[config.mk]
export PLATFORM = sky130hd
export DESIGN_NAME = pipe_stage_reg
export DESIGN_NICKNAME = d
export VERILOG_FILES = /design/src/rtl/pipe_stage_reg_pkg.sv /design/src/rtl/pipe_stage_reg_sat_counter.sv /design/src/rtl/pipe_stage_reg.sv
export SDC_FILE = /design/constraint.sdc
export NUM_CORES = 1
export LEC_CHECK = 0
export BUFFER_PORTS_ARGS = -buffer_cell sky130_fd_sc_hd__buf_4
export CAP_MARGIN = 0
export CORE_AREA = 4 4 153 155
export CTS_BUF_LIST = sky130_fd_sc_hd__clkbuf_2
export CTS_CLUSTER_DIAMETER = 80
export CTS_CLUSTER_SIZE = 25
export DETAILED_ROUTE_END_ITERATION = 12
export DIE_AREA = 0 0 157 159
export SLEW_MARGIN = 0
export SYNTH_ARGS = -nofsm -noshare
export SYNTH_HDL_FRONTEND = slang
export SYNTH_SLANG_ARGS = --single-unit
export TNS_END_PERCENT = 50
[constraint.sdc]
create_clock -name clk -period 3.6 [get_ports clk]
set_input_delay 1.08 -clock clk [delete_from_list [all_inputs] [get_ports clk]]
set_output_delay 1.08 -clock clk [all_outputs]
set_load 0.02 [all_outputs]
[src/rtl/pipe_stage_reg_pkg.sv]
// Shared pipeline definitions (header.v equivalents) and the per-edge action
// decode used by the inter-stage pipeline register.
package pipe_stage_reg_pkg;

  localparam logic        RstEnable    = 1'b1;
  localparam logic        Stop         = 1'b1;
  localparam logic        NoStop       = 1'b0;
  localparam logic        WriteDisable = 1'b0;
  localparam logic [31:0] ZeroWord     = 32'h0000_0000;
  localparam logic [7:0]  EXE_NOP_OP   = 8'b0000_0000;

  typedef enum logic [1:0] {
    ACT_FLUSH   = 2'd0,
    ACT_BUBBLE  = 2'd1,
    ACT_ADVANCE = 2'd2,
    ACT_HOLD    = 2'd3
  } stage_act_t;

  // stall_self=0 with stall_next=1 is not a legal controller output; it falls
  // through to advance so a bad stall vector never freezes the pipe.
  function automatic stage_act_t decode_act(input logic flush,
                                            input logic stall_self,
                                            input logic stall_next);
    stage_act_t act;
    if (flush)
      act = ACT_FLUSH;
    else if (stall_self == Stop && stall_next == NoStop)
      act = ACT_BUBBLE;
    else if (stall_self == NoStop)
      act = ACT_ADVANCE;
    else
      act = ACT_HOLD;
    return act;
  endfunction

endpackage

[src/rtl/pipe_stage_reg_sat_counter.sv]
// Saturating up-counter with synchronous clear; used to measure stall length.
module sat_counter #(
  parameter int WIDTH = 8
) (
  input  logic             clk,
  input  logic             rst,
  input  logic             inc,
  input  logic             clr,
  output logic [WIDTH-1:0] cnt
);

  function automatic logic [WIDTH-1:0] sat_inc(input logic [WIDTH-1:0] v);
    if (v == {WIDTH{1'b1}})
      return v;
    else
      return v + WIDTH'(1);
  endfunction

  always_ff @(posedge clk) begin
    if (rst || clr)
      cnt <= '0;
    else if (inc)
      cnt <= sat_inc(cnt);
  end

endmodule

[src/rtl/pipe_stage_reg.sv]
// Parametrised inter-stage pipeline register: payload + valid with stall,
// flush and bubble handling, multi-cycle scratch carry and a stall counter.
module pipe_stage_reg
  import pipe_stage_reg_pkg::*;
#(
  parameter int                   PAYLOAD_W  = 128,
  parameter logic [PAYLOAD_W-1:0] NOP_VALUE  = '0,
  parameter int                   SCRATCH_W  = 64,
  parameter int                   STEP_W     = 2,
  parameter int                   STALLCNT_W = 8
) (
  input  logic                  clk,
  input  logic                  rst,
  input  logic                  stall_self,
  input  logic                  stall_next,
  input  logic                  flush,
  input  logic                  valid_i,
  input  logic [PAYLOAD_W-1:0]  payload_i,
  input  logic [SCRATCH_W-1:0]  scratch_i,
  input  logic [STEP_W-1:0]     step_i,
  output logic                  valid_o,
  output logic [PAYLOAD_W-1:0]  payload_o,
  output logic [SCRATCH_W-1:0]  scratch_o,
  output logic [STEP_W-1:0]     step_o,
  output logic [STALLCNT_W-1:0] stall_cycles_o,
  output logic                  bubble_o
);

  stage_act_t           act_p0;
  logic                 stall_inc_p0;
  logic                 stall_clr_p0;
  logic                 vld_p1;
  logic [PAYLOAD_W-1:0] payload_p1;
  logic [SCRATCH_W-1:0] scratch_p1;
  logic [STEP_W-1:0]    step_p1;
  logic                 bubble_p1;

  always_comb begin
    act_p0       = decode_act(flush, stall_self, stall_next);
    stall_inc_p0 = (act_p0 == ACT_BUBBLE) || (act_p0 == ACT_HOLD);
    stall_clr_p0 = (act_p0 == ACT_FLUSH) || (act_p0 == ACT_ADVANCE);
  end

  // p0 -> p1: the single register stage between upstream and downstream
  always_ff @(posedge clk) begin
    if (rst == RstEnable) begin
      payload_p1 <= NOP_VALUE;
      vld_p1     <= 1'b0;
      scratch_p1 <= '0;
      step_p1    <= '0;
      bubble_p1  <= 1'b0;
    end else begin
      unique case (act_p0)
        ACT_FLUSH: begin
          payload_p1 <= NOP_VALUE;
          vld_p1     <= 1'b0;
          scratch_p1 <= '0;
          step_p1    <= '0;
          bubble_p1  <= 1'b0;
        end
        ACT_BUBBLE: begin
          payload_p1 <= NOP_VALUE;
          vld_p1     <= 1'b0;
          scratch_p1 <= scratch_i;
          step_p1    <= step_i;
          bubble_p1  <= 1'b1;
        end
        ACT_ADVANCE: begin
          payload_p1 <= payload_i;
          vld_p1     <= valid_i;
          scratch_p1 <= '0;
          step_p1    <= '0;
          bubble_p1  <= 1'b0;
        end
        default: begin
          // hold: payload/valid keep their value, scratch still tracks the
          // execute logic so multi-cycle ops see their own previous step
          scratch_p1 <= scratch_i;
          step_p1    <= step_i;
          bubble_p1  <= 1'b0;
        end
      endcase
    end
  end

  sat_counter #(
    .WIDTH(STALLCNT_W)
  ) u_stall_cnt (
    .clk (clk),
    .rst (rst),
    .inc (stall_inc_p0),
    .clr (stall_clr_p0),
    .cnt (stall_cycles_o)
  );

  assign payload_o = payload_p1;
  assign valid_o   = vld_p1;
  assign scratch_o = scratch_p1;
  assign step_o    = step_p1;
  assign bubble_o  = bubble_p1;

  a_legal_stall: assert property (@(posedge clk) disable iff (rst)
                                  !(stall_next && !stall_self));

endmodule

==> flow_summary.toml <==
[sta]
period_minus_slack_ns = 2.63
clock.fmax_mhz = 381
hold_viol_final = 0
rsz0062_at_grt = "false"
finalSetupViolations = 0
skew_ns = 0.0668
tightest_slew_ns = 0.638
layout_setup_ws_ns = 0.974
max_slew_margin_pct = 57.5
finalMaxSlewViolations = 0
finalSetupTns_ns = 0
hold_slack_ns = 0.426
period_share_pct = 72.9

[route]
vias = 5805
wire_per_inst_um = 16.6
ant_nets = 0
wl_met3_um = 2520
routed_wl_um = 21200
wl_met2_um = 10100
drt-met1-wl_um = 7900
dr.max_layer_used = "met4"
drc = 0
viasPerCell = 4.55
dr.pass1.iters = 4
drt_iter0_markers = 390

[place]
preCtsSetupSlack_ns = 1.07
dp_hpwl_um = 15800
io_buffers = 403
finalWeightedCongestion = 0.751

[layout]
final_util_pct = 44.8
area_growth_pct = 52.8
fillers = 2185
nets = 1193
drive_gt1_share_pct = 43.6

[logic_synthesis]
synth-async-reset-ratio_pct = 0
synth-main-ff-cell = "dfxtp_1"
synth-edff-count = 0
synth_area_um2 = 6400
synth.most_common_cell = "dfxtp_1"
syn_nets = 818
synth.top_cell.area_share_pct = 63.8
yosys_register_bits = 204
synth-seq-area-share_pct = 63.8
yosys.area.top_type = "dfxtp_1"
ys_types = 27
synthTopCellsByCount = "204 x dfxtp_1, 132 x nor2_1, 129 x a22oi_1, 66 x and2_1, 32 x clkbuf_1"
yosys_warnings = 0
avgSynthCellArea_um2 = 10.4
yosys-top-cells-area = "dfxtp_1 64%, a22oi_1 15%, nor2_1 7.7%, and2_1 6.4%, clkbuf_1 1.9%"
syn_inst = 617

[critical_path]
r2r_start = "u_stall_cnt.cnt[0]"
crit_type = "reg -> out"
critPathMaxStageDelay_ns = 0.54
crit_buf_inv = 1
crit_path_start_kind = "register"
crit_path_top_delay_cell = "dfxtp_1"
crit_family = "flip-flops"
crit_path_cell_trace = "buf_4"
critPathMaxFanout = 6
required_ns = 2.52
endpoint_kind = "output port"
worstPathArrival_ns = 1.55
cp-startpoint = "u_stall_cnt.cnt[0]"

[flow_run]
cap_violations = 0

[global_routing]
grt_pass1_vias = 5713
grt_pass1_wl_um = 31500
grt-ovfl-total = 0
grt_usage_pct = 15.6
grt_max_degree = 88
antenna_found_initial = 1

[cts]
clock-sinks = 204
clkTransAtPathRegs_ns = 0.42
cts_hold_buf = 0
h-tree-depth = 1
postCtsSetupBuffers = 0
clock_latency_ns = 0.81
cts_tree = "done"
clock_path_buffers = 3
cts_buffers = 12
root_buffer = "clkbuf_2"
cts_resized = 0

[floorplanning]
dieArea_um2 = 25000
start_util_pct = 29.3
coreArea_um2 = 21800
die_w_um = 157
die_h_um = 159
ios = 404
num_rows = 54

[min_path]
hp-class = "in -> reg"
min_from = "stall_next"

[power_and_ir_drop]
peakVddDrop_v = 0.000315
p_leak_nw = 4.52
power_density_nw_per_um2 = 379

[outcome]
status = "finished, final reports clean"
area by class of cell:
cell class | count | area [um2] | share of cell area (%)
repair buffers | 413 | 3140 | 32.1
inverters | 1 | 3.75 | 0.0384
multi-input cells | 360 | 2110 | 21.6
clock buffers | 14 | 70.1 | 0.716
flip-flops and latches | 204 | 4080 | 41.7
diodes | 1 | 2.50 | 0.0256
well taps | 280 | 350 | 3.58
clock inverters | 4 | 28.8 | 0.294
report_power, final:
group	total [mW]	internal (mW)	switching [mW]
sequential	2.37	2.34	0.0288
clock	0.824	0.120	0.704
combinational	0.515	0.274	0.241
total	3.71	2.74	0.973
per-layer routing:
| metal | up-vias | GRT usage (%) |
|---|---|---|
| met2 | 271 | 26.8 |
| met4 | 0 | 4.81 |
| met3 | 30 | 6.25 |
| met1 | 2631 | 17.5 |
| li1 | 2873 | - |
| met5 | - | 0 |
sequential cells by signal, indices dropped and copies added, names as in the netlist:
signal and count:
scratch_o 64, valid_o 1, bubble_o 1, u_stall_cnt.cnt 8
payload_o 128, step_o 2
kinds of logic (layout without fill, tap and decap cells):
family                     count (synthesis)  count (layout)  synth area share, %
AOI/OAI and AO/OA                        143             143                 16.5
adders and majority gates                  1               1                0.195
buffers and inverters                     53             432                 3.57
DFF                                      204             204                 63.8
muxes                                      1               1                0.156
other                                      0               1                    0
and+or+nand+nor                          215             215                 15.8
worst paths after layout:
kind / endpoint / slack [ns] / cells past startpoint
setup / recovery: stall_cycles_o[0] / 0.97 / 1
hold / removal: bubble_o / 0.43 / 2
setup reg to reg: u_stall_cnt.cnt[6] / 1.96 / 4
hold reg to reg: u_stall_cnt.cnt[1] / 0.54 / 2
placed cells by master, fill, tap and decap left out, types with 2 or more instances in the layout:
cell type    n
a211oi_1     3
a21oi_1      2
a22oi_1    129
a31oi_1      4
and2_1      66
buf_12       3
buf_4      410
clkbuf_2    14
dfxtp_1    204
nand2_1      6
nand3_1      3
nor2_1     131
o21ai_1      3
stage by stage:
stage,instances,area [um2],power (mW)
2_1_floorplan,617,6400,2.61
3_3_place_gp,1258,9690,2.92
3_5_place_dp,1258,9690,2.92
4_1_cts,1276,9780,3.79
5_1_grt,1277,9790,3.89
6_report,1277,9790,3.71
No activity file was read; power rests on OpenSTA's default activity.
